**src/rtl/register_file.sv**
```systemverilog
// rtl/register_file.sv - 32-entry register file with post-reset clear sweep and optional write bypass
module register_file #(
  parameter int DATA_WIDTH    = 32,
  parameter int ADDRESS_WIDTH = 5,
  parameter int BYPASS        = 1
) (
  input  logic                     clock,
  input  logic                     resetN,
  input  logic [ADDRESS_WIDTH-1:0] readRegister1,
  input  logic [ADDRESS_WIDTH-1:0] readRegister2,
  input  logic [ADDRESS_WIDTH-1:0] writeRegister,
  input  logic [DATA_WIDTH-1:0]    writeData,
  input  logic                     writeEnable,
  output logic [DATA_WIDTH-1:0]    readData1,
  output logic [DATA_WIDTH-1:0]    readData2,
  output logic                     ready
);

  localparam int DEPTH = 2 ** ADDRESS_WIDTH;
  localparam logic [ADDRESS_WIDTH:0] LAST_INDEX = (ADDRESS_WIDTH + 1)'(DEPTH - 1);

  typedef enum logic {CLEARING, READY} state_t;

  state_t                  state, state_next;
  logic [ADDRESS_WIDTH:0]  clear_index, clear_index_next;
  logic [DATA_WIDTH-1:0]   entries [DEPTH];

  always_ff @(posedge clock) begin
    if (!resetN) begin
      state       <= CLEARING;
      clear_index <= '0;
    end else begin
      state       <= state_next;
      clear_index <= clear_index_next;
    end
  end

  always_comb begin
    state_next       = state;
    clear_index_next = clear_index;
    if (state == CLEARING) begin
      clear_index_next = clear_index + 1'b1;
      if (clear_index == LAST_INDEX) state_next = READY;
    end
  end

  // The clear sweep owns the write port until every entry has been zeroed.
  always_ff @(posedge clock) begin
    if (resetN) begin
      if (state == CLEARING)
        entries[clear_index[ADDRESS_WIDTH-1:0]] <= '0;
      else if (writeEnable && writeRegister != '0)
        entries[writeRegister] <= writeData;
    end
  end

  assign ready = (state == READY);

  always_comb begin
    readData1 = '0;
    if (state == READY && readRegister1 != '0) begin
      if (BYPASS != 0 && writeEnable && writeRegister == readRegister1)
        readData1 = writeData;
      else
        readData1 = entries[readRegister1];
    end
  end

  always_comb begin
    readData2 = '0;
    if (state == READY && readRegister2 != '0) begin
      if (BYPASS != 0 && writeEnable && writeRegister == readRegister2)
        readData2 = writeData;
      else
        readData2 = entries[readRegister2];
    end
  end

endmodule

```
**config.mk**
```make
export PLATFORM = sky130hd
export DESIGN_NAME = register_file
export DESIGN_NICKNAME = d
export VERILOG_FILES = /design/src/rtl/register_file.sv
export SDC_FILE = /design/constraint.sdc
export NUM_CORES = 1
export LEC_CHECK = 0
export ABC_AREA = 0
export BUFFER_PORTS_ARGS = -buffer_cell sky130_fd_sc_hd__buf_2
export CORE_MARGIN = 5
export CORE_UTILIZATION = 45
export DETAILED_ROUTE_END_ITERATION = 8
export PLACE_DENSITY_LB_ADDON = 0.08
export SKIP_CTS_REPAIR_TIMING = 1
export SLEW_MARGIN = 20
export SYNTH_ARGS = -nofsm -noshare
export SYNTH_HDL_FRONTEND = slang
export SYNTH_SLANG_ARGS = --single-unit
```
**constraint.sdc**
```tcl
create_clock -name clock -period 7.4 [get_ports clock]
set_clock_uncertainty 0.1 [all_clocks]
set_input_delay 0 -clock clock [delete_from_list [all_inputs] [get_ports clock]]
set_output_delay 0 -clock clock [all_outputs]
set_load 0.02 [all_outputs]
```
==> metrics.txt <==
Area contributors post-synth=edfxtp_1 (63%), mux4_2 (16%), mux2i_1 (5.3%); clk slew on worst S/H paths=0.06 ns; largest family of logic cells by synthesized area=multiplexers; Slew HR=21.20%; post-synthesis simple-gate area fraction=2.969%; Core Box Area=107,500 sq um; Leakage Power=18.61 nW; first-pass GRT wire length=231,700 um; CP Capture Type=register; CP delay by family, top=buffers and inverters; via count=30,520; synthesized flop and latch total=1,031; cell taking the most area after synthesis=edfxtp_1; initial antenna violation count=3; Worst-Margin Slew=1.182 ns; Worst VDD drop=0.1734 mV; DRT iter0 DRCs=3,514; CTS HTree Levels=3; Startpoint Class=register; Placed Cells=4,145; Period Utilization, post-route=56.27%; EDFF count, synth=1,024; syn avg cell area=17.56 sq um; largest net degree at the start of global routing=112; worst skew pair latency=0.69 ns; final instance area=54,930 sq um; vias in the first global route=31,220; Initial Util=45.43%; clk buf depth=3; status=completed; post-synthesis compound-gate area fraction=7.881%; post-synthesis cell count=2,782; # DRC=0; WL final=164,500 um; Power Dens Cells=229.7 nW/um^2; Num CTS Buffers=111; Min-Delay Path Depth=2; ys flop type=edfxtp_1; crit-path max cell delay=0.64 ns; GRT Util Overall=28.02%; Die Wd=339.4 um; final setup TNS=0 ns; Pins Over Slew Limit=0; CP Cell Sequence=o2111a_2 -> buf_4 -> mux2i_4 -> nand2_1 -> nor2_4 -> buf_4; CP arrival=4.38 ns; Post-Synth XOR/XNOR Area=0.2511%; Crit Path Max Fanout=32; Fmax achieved=0.2402 GHz; Port Buf Inserts=114; die area=115,200 sq um; Routed Antenna Nets=0; syn nets=2,833; mapped cell area=48,840 sq um; share of layout cells above drive strength 1=28.74%; I/O pins=115; Layout Cells excl Fill=4,378; Max Cap Viol=0; YS warnings=0; CP bufs+invs=2; WL/cell=37.58 um; setup slack, reg-to-reg=3.24 ns; Unique masters post-synth=52; Worst path most repeated cell=buf_4; Seq/Total Area, Yosys=63.25%; Fin. Hold Viols=0; Crit path required time=7.62 ns; FF-to-FF End=entries[24][18]$_DFFE_PP_; hold_sp=writeData[16]; num rows=120; clk sinks=1,031; Hold Crit Endpoint=entries[16][16]$_DFFE_PP_; Final GP Congestion=0.8663; nets@finish=2,930; First-pass DRT Iterations=5; P&R area growth vs syn=12.48%; area share of the leading cell type in the synthesized netlist=62.96%; # setup viols final=0; RR Startpoint=ready$_SDFF_PN0_; die height=339.4 um; Vias per Instance=6.970; Worst Setup Path Type=register to register; HP Class=input port to register; most common cell after layout, fill and taps aside=edfxtp_1; grt ovf=0; worst-case reg-to-reg path depth=6; HPWL Detailed=93,500 um; placed cell area=51,140 sq um; Tmin final=4.164 ns; Root Buffer=clkbuf_16; Slowest cell on crit path=mux2i_4; commonest non-fill, non-tap cells in the layout=edfxtp_1 (1,024), mux4_2 (355), mux2i_1 (259); post-synthesis mux area share=23.35%; Synth Area in Adders=0.02562%; RSZ-0062 raised after global routing=false; CTS tree=done; Async S/R FF share, synth=0%
-- power breakdown --
part,internal (mW),switching (mW),leakage (nW)
Combinational,0.278,0.512,6.69
Sequential,6.36,0.0165,10.2
Clock,3.12,2.33,1.71
Total,9.76,2.86,18.6
-- synth_stat cells (3+ instances only) --
cell / count
o211ai_1: 30
o221ai_1: 31
edfxtp_1: 1024
a21oi_1: 31
and3_1: 5
inv_1: 6
xnor2_1: 12
nor3_1: 3
mux2_2: 66
nor4_1: 3
nand2b_1: 34
dfxtp_1: 7
buf_4: 21
o2111a_1: 3
clkbuf_1: 129
nand2_1: 51
a221oi_1: 126
buf_6: 3
nor3b_1: 4
nand3_1: 34
a22oi_1: 95
a31oi_1: 31
nand2_2: 5
nor2b_1: 5
nor2_1: 101
mux2i_1: 259
and2_1: 36
nand4_1: 4
buf_2: 74
o21ai_0: 73
mux4_2: 355
o21ai_1: 24
a221o_1: 62
buf_1: 10
-- per-layer routing --
metal / track usage, % / vias to the layer above / share of wire (%)
met5: 0 / - / 0
met4: 11.67 / 0 / 4.6
met3: 5.956 / 332 / 8.7
met2: 44.17 / 1736 / 47
met1: 38.21 / 16360 / 40
li1: - / 12090 / -
-- worst register-to-register path: stages, from the launching register on --
cell	delay, ns
dfxtp_1	0.61
o2111a_2	0.45
buf_4	0.60
mux2i_4	0.65
nand2_1	0.26
nor2_4	0.56
buf_4	0.54
-- layout make-up --
type / instances / area, sq um
antenna: 4 / 10.01
clock buffer: 134 / 2885
clock inverter: 71 / 636.9
fill: 8772 / 52570
inverter: 7 / 28.78
multi-input combinational: 1507 / 17190
sequential: 1031 / 30890
tap: 1403 / 1755
timing repair buffer: 221 / 1541
-- worst max-delay path by stage --
stage | startpoint | endpoint | slack [ns] | cells after the start
floorplan | ready$_SDFF_PN0_ | entries[6][0]$_DFFE_PP_ | 3.97 | 5
global placement | ready$_SDFF_PN0_ | entries[19][1]$_DFFE_PP_ | 3.43 | 5
detailed placement | ready$_SDFF_PN0_ | entries[28][16]$_DFFE_PP_ | 3.37 | 6
CTS | ready$_SDFF_PN0_ | entries[28][15]$_DFFE_PP_ | 3.35 | 6
global route | ready$_SDFF_PN0_ | entries[28][15]$_DFFE_PP_ | 3.21 | 6
finish | ready$_SDFF_PN0_ | entries[24][18]$_DFFE_PP_ | 3.24 | 6
-- metrics by stage --
stage	util [%]	hold WS (ns)	setup slack, ns	power (mW)
6_report	51.10	0.007372	3.236	12.62
5_1_grt	51.09	0.01769	3.214	12.98
4_1_cts	50.84	-0.5301	3.350	12.69
3_5_place_dp	47.57	0.2198	3.365	7.276
3_3_place_gp	47.53	0.2165	3.434	7.269
2_1_floorplan	-	0.08323	3.966	6.988
-- state kept, by name, summed over array words and instances, names as in the netlist --
register / cells
clear_index: 6
entries: 1024
ready: 1
-- cells by family after synthesis --
kind of cell / count (synthesis)
adders and majority gates: 1
xor gates and xnor gates: 14
DFF: 1031
AOI/OAI and AO/OA: 512
and+or+nand+nor: 296
buffers and inverters: 244
muxes: 684
Power figures use the tool's default switching activity.
